### src/rtl/pacc_pkg.sv
// Shared types and constants for the product accumulator.
// Holds the FSM state encoding, the product width and the burst-length limit helper.
package pacc_pkg;

  localparam int PROD_W = 8;

  typedef enum logic [1:0] {
    IDLE  = 2'd0,
    ACCUM = 2'd1,
    HOLD  = 2'd2
  } pacc_state_e;

  // Longest burst a CNT_W-bit beat counter can describe.
  function automatic int unsigned max_count(input int unsigned cnt_w);
    return (32'd1 << cnt_w) - 32'd1;
  endfunction

endpackage

### src/rtl/product_accumulator_if.sv
// Product-in / result-out handshake bundle for product_accumulator.
// The slave modport is the accumulator's view; master is the producer/consumer side.
interface product_accumulator_if #(
  parameter int ACC_W = 16,
  parameter int CNT_W = 4
) ();
  import pacc_pkg::*;

  logic              in_valid;
  logic              in_ready;
  logic [PROD_W-1:0] in_prod;
  logic              in_last;
  logic              clear;
  logic              out_valid;
  logic              out_ready;
  logic [ACC_W-1:0]  out_sum;
  logic [CNT_W-1:0]  out_count;
  logic              overflow;

  modport slave (
    input  in_valid, in_prod, in_last, clear, out_ready,
    output in_ready, out_valid, out_sum, out_count, overflow
  );

  modport master (
    output in_valid, in_prod, in_last, clear, out_ready,
    input  in_ready, out_valid, out_sum, out_count, overflow
  );

endinterface

### src/rtl/pacc_sat_add.sv
// Adds an 8-bit unsigned product to the ACC_W-bit running sum and reports the carry.
// Build option PACC_SAT_EN: clamp the sum to all-ones on carry instead of wrapping.
module pacc_sat_add
  import pacc_pkg::*;
#(
  parameter int ACC_W = 16
) (
  input  logic [ACC_W-1:0]  acc,
  input  logic [PROD_W-1:0] prod,
  output logic [ACC_W-1:0]  sum,
  output logic              carry
);

  logic [ACC_W:0] full;

  always_comb begin
    full  = {1'b0, acc} + {{(ACC_W + 1 - PROD_W){1'b0}}, prod};
    carry = full[ACC_W];
`ifdef PACC_SAT_EN
    // Once clamped, every further add carries again, so the sum stays pinned.
    sum   = carry ? {ACC_W{1'b1}} : full[ACC_W-1:0];
`else
    sum   = full[ACC_W-1:0];
`endif
  end

endmodule

### src/rtl/product_accumulator.sv
// Accumulates a burst of multiplier products and presents one registered result per burst.
// Saturating arithmetic is selected at build time with PACC_SAT_EN (see pacc_sat_add).
//
//   state | meaning
//   IDLE  | no beat of the current burst accepted yet
//   ACCUM | at least one beat accepted, burst still open
//   HOLD  | result presented on out_*, waiting for out_ready
module product_accumulator
  import pacc_pkg::*;
#(
  parameter int ACC_W = 16,
  parameter int CNT_W = 4
) (
  input  logic                 clk,
  input  logic                 rst,
  product_accumulator_if.slave bus
);

  localparam logic [CNT_W-1:0] CNT_MAX = CNT_W'(max_count(CNT_W));

  pacc_state_e      state_q, state_d;
  logic [ACC_W-1:0] acc_q, acc_d;
  logic [CNT_W-1:0] cnt_q, cnt_d;
  logic             ovf_q, ovf_d;
  logic             out_valid_q, out_valid_d;
  logic [ACC_W-1:0] out_sum_q, out_sum_d;
  logic [CNT_W-1:0] out_count_q, out_count_d;
  logic             out_ovf_q, out_ovf_d;

  logic             in_ready;
  logic             accept;
  logic [ACC_W-1:0] add_sum;
  logic             add_carry;
  logic [CNT_W-1:0] cnt_inc;
  logic             close_burst;

  pacc_sat_add #(.ACC_W(ACC_W)) u_add (
    .acc   (acc_q),
    .prod  (bus.in_prod),
    .sum   (add_sum),
    .carry (add_carry)
  );

  assign in_ready    = (state_q != HOLD) && !bus.clear && !rst;
  assign accept      = bus.in_valid && in_ready;
  assign cnt_inc     = cnt_q + 1'b1;
  // Hitting the counter limit closes the burst exactly as in_last would.
  assign close_burst = bus.in_last || (cnt_inc == CNT_MAX);

  always_comb begin
    state_d     = state_q;
    acc_d       = acc_q;
    cnt_d       = cnt_q;
    ovf_d       = ovf_q;
    out_valid_d = out_valid_q;
    out_sum_d   = out_sum_q;
    out_count_d = out_count_q;
    out_ovf_d   = out_ovf_q;

    if (bus.clear) begin
      state_d     = IDLE;
      acc_d       = '0;
      cnt_d       = '0;
      ovf_d       = 1'b0;
      out_valid_d = 1'b0;
      out_sum_d   = '0;
      out_count_d = '0;
      out_ovf_d   = 1'b0;
    end else begin
      case (state_q)
        IDLE, ACCUM: begin
          if (accept) begin
            acc_d = add_sum;
            cnt_d = cnt_inc;
            ovf_d = ovf_q | add_carry;
            if (close_burst) begin
              state_d     = HOLD;
              out_valid_d = 1'b1;
              out_sum_d   = add_sum;
              out_count_d = cnt_inc;
              out_ovf_d   = ovf_q | add_carry;
            end else begin
              state_d = ACCUM;
            end
          end
        end
        HOLD: begin
          if (bus.out_ready) begin
            state_d     = IDLE;
            acc_d       = '0;
            cnt_d       = '0;
            ovf_d       = 1'b0;
            out_valid_d = 1'b0;
            out_sum_d   = '0;
            out_count_d = '0;
            out_ovf_d   = 1'b0;
          end
        end
        default: state_d = IDLE;
      endcase
    end
  end

  always_ff @(posedge clk) begin
    if (rst) begin
      state_q     <= IDLE;
      acc_q       <= '0;
      cnt_q       <= '0;
      ovf_q       <= 1'b0;
      out_valid_q <= 1'b0;
      out_sum_q   <= '0;
      out_count_q <= '0;
      out_ovf_q   <= 1'b0;
    end else begin
      state_q     <= state_d;
      acc_q       <= acc_d;
      cnt_q       <= cnt_d;
      ovf_q       <= ovf_d;
      out_valid_q <= out_valid_d;
      out_sum_q   <= out_sum_d;
      out_count_q <= out_count_d;
      out_ovf_q   <= out_ovf_d;
    end
  end

  assign bus.in_ready  = in_ready;
  assign bus.out_valid = out_valid_q;
  assign bus.out_sum   = out_sum_q;
  assign bus.out_count = out_count_q;
  assign bus.overflow  = out_ovf_q;

endmodule
### src/flat_wrapper.sv
// flat-port wrapper written by rule: the top's interface ports become plain ports
module product_accumulator_flat import pacc_pkg::*;
#(
  parameter int ACC_W = 16,
  parameter int CNT_W = 4
)
  (clk, rst, bus_in_valid, bus_in_prod, bus_in_last, bus_clear, bus_out_ready, bus_in_ready, bus_out_valid, bus_out_sum, bus_out_count, bus_overflow);
  product_accumulator_if #(.ACC_W(ACC_W), .CNT_W(CNT_W)) bus_i ();
  input  logic clk;
  input  logic rst;
  input wire logic [$bits(bus_i.in_valid)-1:0] bus_in_valid;
  input wire logic [$bits(bus_i.in_prod)-1:0] bus_in_prod;
  input wire logic [$bits(bus_i.in_last)-1:0] bus_in_last;
  input wire logic [$bits(bus_i.clear)-1:0] bus_clear;
  input wire logic [$bits(bus_i.out_ready)-1:0] bus_out_ready;
  output wire logic [$bits(bus_i.in_ready)-1:0] bus_in_ready;
  output wire logic [$bits(bus_i.out_valid)-1:0] bus_out_valid;
  output wire logic [$bits(bus_i.out_sum)-1:0] bus_out_sum;
  output wire logic [$bits(bus_i.out_count)-1:0] bus_out_count;
  output wire logic [$bits(bus_i.overflow)-1:0] bus_overflow;
  assign bus_i.in_valid = bus_in_valid;
  assign bus_i.in_prod = bus_in_prod;
  assign bus_i.in_last = bus_in_last;
  assign bus_i.clear = bus_clear;
  assign bus_i.out_ready = bus_out_ready;
  assign bus_in_ready = bus_i.in_ready;
  assign bus_out_valid = bus_i.out_valid;
  assign bus_out_sum = bus_i.out_sum;
  assign bus_out_count = bus_i.out_count;
  assign bus_overflow = bus_i.overflow;
  product_accumulator #(.ACC_W(ACC_W), .CNT_W(CNT_W)) u_core (.clk(clk), .rst(rst), .bus(bus_i));
endmodule
### config.mk
export PLATFORM = sky130hd
export DESIGN_NAME = product_accumulator_flat
export DESIGN_NICKNAME = d
export VERILOG_FILES = /design/src/rtl/pacc_pkg.sv /design/src/rtl/product_accumulator_if.sv /design/src/rtl/pacc_sat_add.sv /design/src/rtl/product_accumulator.sv /design/src/flat_wrapper.sv
export SDC_FILE = /design/constraint.sdc
export NUM_CORES = 1
export LEC_CHECK = 0
export CAP_MARGIN = 20
export CORE_MARGIN = 5
export CORE_UTILIZATION = 53
export DETAILED_ROUTE_END_ITERATION = 10
export HOLD_SLACK_MARGIN = 0.05
export PLACE_DENSITY_LB_ADDON = 0.25
export SETUP_SLACK_MARGIN = 0.4
export SLEW_MARGIN = 10
export SYNTH_ARGS = -nofsm -noshare
export SYNTH_HDL_FRONTEND = slang
export SYNTH_SLANG_ARGS = --single-unit
export TNS_END_PERCENT = 1
### constraint.sdc
create_clock -name clk -period 2.7 [get_ports clk]
set_input_delay 0.405 -clock clk [delete_from_list [all_inputs] [get_ports clk]]
set_output_delay 0.405 -clock clk [all_outputs]
set_load 0.02 [all_outputs]
==> flow_metrics.tcl, run 1 <==
set metrics [dict create \
    status "completed" \
    start_kind "input port" \
    clkSlewWorstSetupHoldPaths_ns 0.08 \
    diodes 0 \
    dieArea_sq_um 5810 \
    synthTopCellsByArea "dfxtp_1, a21oi_1, nand2_1" \
    rows 24 \
    synth_cells 281 \
    port_buffers 36 \
    via_per_inst 5.89 \
    critPathMaxStageDelay_ns 0.41 \
    synth_compound_area_share_pct 24.0 \
    postCtsHoldBufs 0 \
    cts.path.max_buffers 2 \
    synthAdderAreaFrac_pct 6.24 \
    cts_num_sinks 45 \
    cp-end-kind "register" \
    max-cap-violations 0 \
    synth.avg_cell_area_sq_um 8.27 \
    grt_pass1_vias 2111 \
    clk_latency_ns 0.30 \
    slew_headroom_pct 64.7 \
    yosys.area.top_type "dfxtp_1" \
    drc 0 \
    powerDensity_nw_per_um2 462 \
    synth_top_family_by_area "compound AO/OA/AOI/OAI gates" \
    worst-path-max-fanout 4 \
    die_y_microns 76.2 \
    power_uw 1350 \
    hold_violations 0 \
    synth_top_area_share_pct 38.8 \
    synthArstFlopShare_pct 0 \
    place.gp.congestion 0.878 \
    drive_above_1_share_pct 11.4 \
    synthTopCellsByCount "dfxtp_1, nand2_1, a21oi_1" \
    yosys.area_share.simple_pct 21.9 \
    final_nets 348 \
    cp_cell_sequence "clkdlybuf4s50_1 -> ha_1 -> nor2b_2 -> o211ai_1 -> a211oi_2 -> or3_1 -> a31oi_1 -> o22ai_1" \
    fillerInstances 370 \
    critPathArrivalTime_ns 2.53 \
    overflow 0 \
    worstPathRequired_ns 2.87 \
    yosysWarnings 0 \
    ys_ff_latch 45 \
    post-route-cell-area_sq_um 2930 \
    placed_area_sq_um 2750 \
    fmax_mhz 425 \
    synthDistinctLibCells 49 \
    fin_crit_sh_pct 87.2 \
    core_sq_um 4290 \
    timing.hold.ws_ns 0.453 \
    synth_ff_type "dfxtp_1" \
    routed_wl_microns 5840 \
    drt_iter0_markers 111 \
    yosysMostFrequentCell "dfxtp_1" \
    initial_core_util_pct 54.1 \
    crit_buf_inv 1 \
    syn2layout_area_growth_pct 25.9 \
    rsz0062_at_grt "yes" \
    irDropWorstVdd_mv 0.376 \
    finalNonFillerCells 376 \
    io_pins 37 \
    grt_max_degree 19 \
    drv_slew 0 \
    placedCellCount 365 \
    ant_nets 0 \
    synthXorXnorAreaFrac_pct 4.90 \
    critPathKind "in2reg" \
    muxShareOfSynthArea_pct 0 \
    dr.pass1.iters 4 \
    antenna_found_initial 0 \
    worst_pin_slew_ns 0.530 \
    syn_nets 306 \
    setup_viol_count_final 0 \
    wl_per_cell_microns 15.5 \
    vias 2215 \
    leakage_uw 0.00110 \
    synth_edf_count 0 \
    syn-cell-area_sq_um 2320 \
    cts_made_buffers 5 \
    root_buffer "clkbuf_8" \
    yosysSeqAreaShare_pct 38.8 \
    grt_usage_pct 19.9 \
    dp_hpwl_microns 4160 \
    fin_crit_ns 2.36 \
    die_x_microns 76.2 \
    grt_pass1_wl_microns 9560 \
    cts_tree "done" \
    ctsHtreeMaxLevel 2 \
    hp-class "reg2reg" \
    cp_top_family "compound AO/OA/AOI/OAI gates" \
    clock_skew_ns 0.00794 \
    crit_slowest_cell "clkdlybuf4s50_1" \
]
final cells by class:
cell class / instances / area [sq um] / share of cell area (%)
Clock buffer: 7 / 86.3 / 2.95
Multi-Input combinational cell: 214 / 1370 / 46.7
Sequential cell: 45 / 901 / 30.8
Timing Repair Buffer: 46 / 437 / 14.9
Tap cell: 52 / 65.1 / 2.22
Clock inverter: 1 / 30.0 / 1.03
Inverter: 11 / 41.3 / 1.41
cell usage in the layout (no fill, tap or decap), drive strengths merged, types with 2 or more instances in the layout:
cell type,synthesis,final
clkdlybuf4s50,0,34
inv,11,11
nand2b,3,3
nor3,5,5
o22ai,2,2
a21o,5,5
xor2,7,7
a211oi,3,3
o21a,3,3
and3,2,2
ha,10,10
xnor2,6,6
clkbuf,5,7
o41ai,2,2
o31ai,2,2
dfxtp,45,45
nand4,3,3
a31oi,10,10
or2,4,4
nor2,20,20
o211ai,4,4
o21ai,20,20
buf,6,10
nor2b,4,4
and2,2,2
nand3,16,16
nand2,37,37
a21oi,28,28
or3,6,6
a22o,2,2
registers in the layout, indices dropped and copies added (netlist names):
signal,count
u_core.ovf_q,1
u_core.bus.overflow,1
u_core.cnt_q,4
u_core.acc_q,16
u_core.state_q,2
u_core.bus.out_count,4
u_core.bus.out_sum,16
u_core.bus.out_valid,1
per-layer routing:
metal / wire length [microns] / GRT usage, % / vias up
met1: 2690 / 25.5 / 1060
met5: 0 / 0 / -
met3: 293 / 4.49 / 13
li1: - / - / 1086
met4: 162 / 8.57 / 0
met2: 2700 / 32.1 / 56
per-stage QoR:
| stage | worst slack (ns) | utilization, % | TNS [ns] |
|---|---|---|---|
| 3_5_place_dp | -0.0249 | 64.0 | -0.0268 |
| 6_report | 0.345 | 68.2 | 0 |
| 5_1_grt | 0.293 | 68.2 | 0 |
| 2_1_floorplan | 0.545 | - | 0 |
| 3_3_place_gp | 0.0547 | 64.0 | 0 |
| 4_1_cts | 0.321 | 67.2 | 0 |
logic make-up (layout without fill, tap and decap cells):
kind of cell / Yosys count / in the layout
AND/OR/NAND/NOR: 105 / 105
AO/OA/AOI/OAI: 85 / 85
flip-flops: 45 / 45
buffers and inverters: 22 / 65
XOR/XNOR: 13 / 13
adder cells (fa/ha/maj): 11 / 11
worst min-delay path, stage by stage (launching register included):
cell and delay (ns):
dfxtp_1 0.32, inv_1 0.05, o22ai_1 0.05
worst paths after layout:
check | start | endpoint | slack (ns) | cells after the start
worst max-delay path | bus_in_prod[2] | u_core.bus.out_sum[8] | 0.34 | 8
worst min-delay path | u_core.bus.out_sum[8] | u_core.bus.out_sum[8] | 0.45 | 2
worst max register to register | u_core.cnt_q[0] | u_core.bus.out_count[3] | 0.50 | 7
worst min register to register | u_core.bus.out_sum[8] | u_core.bus.out_sum[8] | 0.45 | 2
power breakdown:
| part | total [uW] | internal, uW | switching (uW) |
|---|---|---|---|
| logic | 149 | 63.3 | 85.7 |
| registers | 675 | 670 | 5.08 |
| clock network | 529 | 302 | 228 |
repair_timing:
action,CTS,global route
pin swaps,2,9
gates resized for setup,6,9
setup endpoints to repair,13,28
gates cloned,0,0
buffers inserted,1,2
(Power assumes the default switching activity.)
==> inputs of run 2 (changes only) <==
--- a/config.mk
+++ b/config.mk
@@ -12,6 +12,7 @@
 export HOLD_SLACK_MARGIN = 0.05
 export PLACE_DENSITY_LB_ADDON = 0.25
 export SETUP_SLACK_MARGIN = 0.4
+export SKIP_CTS_REPAIR_TIMING = 1
 export SLEW_MARGIN = 10
 export SYNTH_ARGS = -nofsm -noshare
 export SYNTH_HDL_FRONTEND = slang
==> flow_metrics.tcl, run 2 (synthesized netlist as in run 1, its figures left out) <==
set metrics [dict create \
    intPower_uw 1030 \
    critPathArrivalTime_ns 2.51 \
    placed_area_sq_um 2750 \
    cts_num_sinks 45 \
    cp_cell_sequence "clkdlybuf4s50_1 -> ha_1 -> nor2b_2 -> o211ai_1 -> a211oi_2 -> or3_1 -> a31oi_1 -> o22ai_1" \
    io_pins 37 \
    drt_iter0_markers 125 \
    fin_crit_ns 2.34 \
    clock_skew_ns 0.00768 \
    routed_wl_microns 5810 \
    overflow 0 \
    ant_nets 0 \
    drive_above_1_share_pct 10.8 \
    cts.path.max_buffers 2 \
    fmax_mhz 427 \
    max-cap-violations 0 \
    power_uw 1360 \
    worst_pin_slew_ns 0.551 \
    grt_usage_pct 19.6 \
    ctsHtreeMaxLevel 2 \
    post-route-cell-area_sq_um 2920 \
    final_cell_mix "dfxtp_1, nand2_1, clkdlybuf4s50_1" \
    worstPathRequired_ns 2.87 \
    via_per_inst 5.87 \
    dr.pass1.iters 4 \
    drc 0 \
    sw_frac_of_total_pct 23.6 \
    core_sq_um 4290 \
    critPathMaxStageDelay_ns 0.41 \
    fin_crit_sh_pct 86.7 \
    root_buffer "clkbuf_8" \
    finalNonFillerCells 375 \
    vias 2202 \
    fillerInstances 376 \
    grt_max_degree 19 \
    irDropWorstVdd_mv 0.379 \
    p_comb_share_pct 10.9 \
    seqPwrFrac_pct 49.8 \
    powerDensity_nw_per_um2 465 \
    power.switching_uw 320 \
    final_nets 347 \
    placedCellCount 365 \
    diodes 0 \
    p_clk_share_pct 39.3 \
    critPathKind "in2reg" \
    die_x_microns 76.2 \
    dp_hpwl_microns 4160 \
    antenna_found_initial 0 \
    place.gp.congestion 0.878 \
    syn2layout_area_growth_pct 25.5 \
    slew_headroom_pct 63.3 \
    clkSlewWorstSetupHoldPaths_ns 0.08 \
    clk_latency_ns 0.30 \
    hp-class "reg2reg" \
    crit_buf_inv 1 \
    hold_violations 0 \
    rsz0062_at_grt "yes" \
    start_kind "input port" \
    cts_tree "done" \
    cts_made_buffers 5 \
    dieArea_sq_um 5810 \
    initial_core_util_pct 54.1 \
    status "completed" \
    wl_per_cell_microns 15.5 \
    die_y_microns 76.2 \
    setup_viol_count_final 0 \
    setup_ws_ns 0.359 \
    rows 24 \
    worst-path-max-fanout 4 \
    leakage_uw 0.00110 \
    port_buffers 36 \
    grt_pass1_vias 2082 \
    grt_pass1_wl_microns 9430 \
    place_ws_ns -0.0249 \
    cp-end-kind "register" \
    cp_top_family "compound AO/OA/AOI/OAI gates" \
    crit_slowest_cell "clkdlybuf4s50_1" \
    layout_commonest_cell "dfxtp_1" \
    drv_slew 0 \
]
==> run 2: cell count changes in the layout (fill, tap and decap cells not counted) <==
cell	change
buf_4	-1
dlygate4sd2_1	-1
dlymetal6s2s_1	+1
o21ai_0	+1
o21ai_1	-1
o41ai_1	+1
o41ai_2	-1
==> run 2: per-stage QoR <==
step	util (%)	setup TNS, ns	hold slack [ns]
floorplan	-	0	0.436
global placement	64.0	0	0.435
CTS	66.7	0	0.457
finish	67.9	0	0.453
global route	67.9	0	0.480
detailed placement	64.0	-0.0268	0.444
==> run 2: area by class of cell <==
class	count	area, sq um	share of cell area [%]
multi-input cells	214	1360	46.6
flip-flops and latches	45	901	30.9
repair buffers	45	433	14.8
clock buffers	7	86.3	2.96
well taps	52	65.1	2.23
inverters	11	41.3	1.42
clock inverters	1	30.0	1.03
==> run 2: worst register-to-register path, cell delays in order (launching register included) <==
cell and delay [ns]:
dfxtp_1 0.35, ha_2 0.20, inv_2 0.05, fa_2 0.39
nor2b_2 0.14, o211ai_1 0.20, o21ai_0 0.22, nor2_1 0.08
xor2_1 0.18, o41ai_1 0.32
==> run 2: power by group through the flow <==
stage                     sequential [uW]  combinational (uW)  clock [uW]
final                                 675                 148         532
after CTS                             675                 143         543
after global routing                  677                 161         568
after detailed placement              691                 141           0
after floorplan                       693                83.8           0
after global placement                690                 140           0
==> run 2: per-layer routing <==
| metal | vias up | share of wire [%] | global-route usage [%] |
|---|---|---|---|
| met3 | 11 | 5.3 | 4.49 |
| met4 | 0 | 2.5 | 8.39 |
| li1 | 1081 | - | - |
| met2 | 66 | 46 | 30.9 |
| met5 | - | 0 | 0 |
| met1 | 1044 | 46 | 25.5 |
==> run 2: path summary, 6_finish.rpt <==
kind	startpoint	endpoint	slack, ns	cells after the start
worst min register to register	u_core.bus.out_sum[14]	u_core.bus.out_sum[14]	0.45	2
worst max register to register	u_core.acc_q[0]	u_core.acc_q[6]	0.46	9
worst min-delay path	u_core.bus.out_sum[14]	u_core.bus.out_sum[14]	0.45	2
worst max-delay path	bus_in_prod[2]	u_core.bus.out_sum[8]	0.36	8
